[config.mk]
export PLATFORM = sky130hd
export DESIGN_NAME = stack_cmd_queue
export DESIGN_NICKNAME = d
export VERILOG_FILES = /design/src/rtl/stack_cmd_queue.sv
export SDC_FILE = /design/constraint.sdc
export NUM_CORES = 1
export LEC_CHECK = 0
export ABC_CLOCK_PERIOD_IN_PS = 6590
export BUFFER_PORTS_ARGS = -buffer_cell sky130_fd_sc_hd__clkbuf_2
export CAP_MARGIN = 20
export CORE_MARGIN = 10
export CORE_UTILIZATION = 46
export DETAILED_ROUTE_END_ITERATION = 12
export PLACE_DENSITY = 0.68
export SLEW_MARGIN = 10
export SYNTH_ARGS = -nofsm -noshare
export SYNTH_HDL_FRONTEND = slang
export SYNTH_SLANG_ARGS = --single-unit
[constraint.sdc]
create_clock -name clk -period 6.59 [get_ports clk]
set_input_delay 0.3295 -clock clk [delete_from_list [all_inputs] [get_ports clk]]
set_output_delay 0.3295 -clock clk [all_outputs]
set_load 0.03 [all_outputs]
[src/rtl/stack_cmd_queue.sv]
// rtl/stack_cmd_queue.sv - command FIFO and single-outstanding issuer for the stack model
// Buffers push/pop commands, presents them one at a time, and returns each result on a response channel.
module stack_cmd_queue #(
   parameter int DATA_W = 32,
   parameter int DEPTH  = 4,
   localparam int LW    = $clog2(DEPTH + 1)
) (
   input  logic              clk,
   input  logic              reset,
   input  logic              cmd_valid,
   output logic              cmd_ready,
   input  logic              cmd_write,
   input  logic [DATA_W-1:0] cmd_data,
   output logic              valid,
   input  logic              ready,
   output logic              write,
   output logic [DATA_W-1:0] data_wr,
   input  logic [DATA_W-1:0] data_rd,
   input  logic              err,
   output logic              rsp_valid,
   input  logic              rsp_ready,
   output logic              rsp_write,
   output logic [DATA_W-1:0] rsp_data,
   output logic              rsp_err,
   output logic [LW-1:0]     level
);
   localparam int AW = $clog2(DEPTH);

   typedef enum logic [1:0] {IDLE, ISSUE, RESP} state_t;

   state_t          state;
   state_t          state_next;
   logic [DATA_W:0] mem [DEPTH];
   logic [AW-1:0]   wr_ptr;
   logic [AW-1:0]   rd_ptr;
   logic            push;
   logic            pop;
   logic            has_work;

   assign cmd_ready = (level != LW'(DEPTH));
   assign push      = cmd_valid && cmd_ready;
   assign pop       = valid && ready;
   assign write     = mem[rd_ptr][DATA_W];
   assign data_wr   = mem[rd_ptr][DATA_W-1:0];
   assign valid     = (state == ISSUE);
   assign rsp_valid = (state == RESP);
   // A push landing this cycle counts as work so a fresh command issues on the next cycle.
   assign has_work  = (level != '0) || push;

   always_ff @(posedge clk or posedge reset) begin
      if (reset) begin
         for (int i = 0; i < DEPTH; i++) mem[i] <= '0;
         wr_ptr <= '0;
         rd_ptr <= '0;
         level  <= '0;
      end else begin
         if (push) begin
            mem[wr_ptr] <= {cmd_write, cmd_data};
            wr_ptr      <= wr_ptr + AW'(1);
         end
         if (pop) rd_ptr <= rd_ptr + AW'(1);
         case ({push, pop})
            2'b10:   level <= level + LW'(1);
            2'b01:   level <= level - LW'(1);
            default: level <= level;
         endcase
      end
   end

   always_ff @(posedge clk or posedge reset) begin
      if (reset) begin
         state     <= IDLE;
         rsp_write <= 1'b0;
         rsp_data  <= '0;
         rsp_err   <= 1'b0;
      end else begin
         state <= state_next;
         if (pop) begin
            rsp_write <= write;
            rsp_data  <= write ? '0 : data_rd;
            rsp_err   <= err;
         end
      end
   end

   always_comb begin
      state_next = state;
      case (state)
         IDLE:    if (has_work) state_next = ISSUE;
         ISSUE:   if (ready) state_next = RESP;
         RESP:    if (rsp_ready) state_next = has_work ? ISSUE : IDLE;
         default: state_next = IDLE;
      endcase
   end
endmodule
==> flow_summary.yaml <==
run_status:
  run_status: "finished, final reports clean"
synth:
  synthCells: 510
  synth_common_cells: "sky130_fd_sc_hd__dfrtp_1 (175), sky130_fd_sc_hd__mux2_4 (120), sky130_fd_sc_hd__nand2_1 (73), sky130_fd_sc_hd__mux4_2 (33), sky130_fd_sc_hd__o21ai_1 (18)"
  edff_count_synth: 0
  ys.warnings.count: 0
  postSynthNetCount: 587
  synth_top_cells_by_area: "sky130_fd_sc_hd__dfrtp_1 (54%), sky130_fd_sc_hd__mux2_4 (22%), sky130_fd_sc_hd__mux4_2 (9.1%)"
  synth.ff_latch_count: 175
  synth.most_common_cell: "sky130_fd_sc_hd__dfrtp_1"
  synth_seq_area_share_pct: 53.83
  synth_area_leader_cell: "sky130_fd_sc_hd__dfrtp_1"
  ys_types: 24
  post-synth-top-area-fraction_pct: 53.83
  synth_top_flop_cell: "sky130_fd_sc_hd__dfrtp_1"
  post_synth.cell_area_avg_sq_um: 15.95
  async_reset_ff_share_pct: 100.0
  netlist_area_sq_um: 8135
floorplan:
  row_count: 48
  num_io_pins: 144
  die_height_microns: 153.0
  floorplan.core_area_sq_um: 17300
  floorplan.die_area_sq_um: 23400
  chipWidth_microns: 153.0
  initial_core_util_pct: 47.03
timing:
  grt_setup_unrepaired: "false"
  hold_viol: 0
  totalNegativeSetupSlack_ns: 0
  min_period_ns: 3.261
  worstMarginPinSlew_ns: 0.9847
  finClkSkew_ns: 0.01078
  finalMaxSlewViolations: 0
  final.period_utilization_pct: 49.49
  max_slew_margin_pct: 34.35
  fmax_ghz: 0.3066
  final-setup-viol-count: 0
  post-route-worst-setup-slack_ns: 3.329
setup_path:
  critical-path-slowest-cell: "sky130_fd_sc_hd__clkinv_1"
  critPathMaxFanout: 37
  crit_buf_inv: 2
  worstPathRequired_ns: 6.90
  r2r_end: "level[2]"
  crit_path_cell_trace: "nand3b_1 > buf_4 > clkinv_1 > ha_1 > fa_1 > xnor2_1 > nor2_1 > xor2_1"
  critical-path-max-stage-delay_ns: 0.85
  setup.reg_to_reg.worst_slack_ns: 3.33
  rr_worst_depth: 8
  timing.critical_path.to_type: "register"
  critical_path.startpoint_type: "register"
  worst_r2r_startpoint: "state[1]"
  arrival_ns: 3.58
  cpLargestDelayFamily: "buffers and inverters"
  setup.worst_path.class: "register to register"
clocking:
  cts_root_buf: "sky130_fd_sc_hd__clkbuf_16"
  cts_buffer_count: 17
  cts_setup_buffers: 0
  ctsHtreeMaxLevel: 4
  sinks_on_the_clock_net: 175
  tritoncts: "built"
  cts.clk_slew.worst_paths_ns: 0.06
  cts_buffer_depth: 2
  cts_hold_buf: 0
  clkLatencyLatePin_ns: 0.43
  post_cts_resize_count: 0
placed_design:
  dpl-instance-area_sq_um: 8821
  pre_cts_slack_ns: 3.347
  port_buffers: 143
  globalplace.congestion: 0.7594
  dpl.hpwl_mm: 11.69
global_routing:
  busiest_layer: "met2"
  global_route.usage.met1_pct: 19.67
  gr-total-overflow: 0
  met3_usage_pct: 5.275
  grt_pass1_vias: 5417
  grt_antenna_before_repair: 0
  grt_pass1_wl_mm: 29.64
  largest_net_degree_at_the_start_of_global_routing: 99
  grt_usage_pct: 15.59
  met2_usage_pct: 24.83
finish:
  diodes: 0
  synthToLayoutAreaGrowth_pct: 15.35
  post_route_cells_drive_above_1_share_pct: 53.20
  final_cell_area_sq_um: 9384
  filler_cell_count: 1432
  final_net_count: 720
pwr:
  ir_drop_worst_case_vdd_mv: 0.3787
  power_density_nw_per_um2: 607.7
  finalPower_w: 0.005703
  leakage_nw: 4.668
drt:
  routedWlPerCell_microns: 20.25
  totalWireLength_mm: 17.84
  ant_nets: 0
  detail_route.drc_violations: 0
  drt_iter0_markers: 260
  detail_route.first_pass.iterations: 4
  route.vias.total: 4638
  detail_route.vias_per_cell: 5.264
worst_hold_path:
  min-delay-path-class: "primary input to asynchronous set/reset pin"
flow_run:
  cap_violations: 0
==> power breakdown <==
part           internal (W)  switching, W  leakage [nW]
logic               0.00133       0.00142          2.30
clock network      0.000549      0.000408         0.269
registers           0.00161      0.000387          2.10
total               0.00349       0.00221          4.67
==> worst reg2reg max path: cells and delay by family, from the launching register on <==
kind | cells | cell delay (ns)
fa+ha+maj | 2 | 1.01
flops | 1 | 0.38
xor+xnor | 2 | 0.34
simple gates | 2 | 0.20
buf+inv | 2 | 1.22
==> registers in the layout, summed over array words and instances, names as in the netlist <==
signal,count
wr_ptr,2
rsp_err,1
level,3
rd_ptr,2
rsp_write,1
state,2
rsp_data,32
mem,132
==> logic make-up after synthesis <==
logic type	after synthesis	synth area share [%]
AO/OA/AOI/OAI	36	2.215
XOR/XNOR	6	0.6460
adder cells (fa/ha/maj)	6	1.015
buffers and inverters	38	4.475
flip-flops	175	53.83
multiplexers	167	33.22
AND/OR/NAND/NOR	82	4.599
==> cell type report <==
| class | count | area [sq um] | share of cell area [%] |
|---|---|---|---|
| sequential | 175 | 4382 | 46.69 |
| multi-input combinational | 297 | 3392 | 36.15 |
| timing repair buffer | 146 | 738.2 | 7.867 |
| clock buffer | 23 | 478.0 | 5.093 |
| tap | 225 | 281.5 | 3.000 |
| clock inverter | 9 | 85.08 | 0.9067 |
| inverter | 6 | 27.53 | 0.2933 |
==> per-layer routing <==
layer,up-vias,routed length (microns),part of all wire [%]
li1,2071,-,-
met1,2405,7758,43
met2,141,8712,49
met3,21,1110,6.2
met4,0,260,1.5
met5,-,0,0
==> layout by cell type, fill, tap and decap left out, drive strengths merged <==
cell      count
clkinv        6
nand2        73
dfrtp       175
inv           5
mux2        134
nor4          1
nor2          2
clkinvlp      3
a21oi         3
xnor2         5
or3b          1
mux4         33
clkbuf      166
o21ai        33
fa            1
nand3b        1
bufinv        1
ha            5
xor2          1
nand3         4
buf           3
==> worst max-delay path by stage <==
stage                   from  endpoint  slack, ns  depth (start not counted)
global route        state[1]  level[2]       3.00                          8
global placement       ready  level[2]       3.47                          9
finish              state[1]  level[2]       3.33                          8
floorplan              reset  level[0]       1.52                          1
CTS                 state[1]  level[2]       3.28                          8
detailed placement     ready  level[2]       3.35                          9
==> through the flow <==
stage          hold WS [ns]  utilization, %  std cells
2_1_floorplan        0.4349               -        510
3_3_place_gp         0.4657           51.00        849
6_report            0.06942           54.25        881
3_5_place_dp         0.4777           51.00        849
4_1_cts             0.08929           54.25        881
5_1_grt              0.1086           54.25        881
No activity file was read; power rests on OpenSTA's default activity.
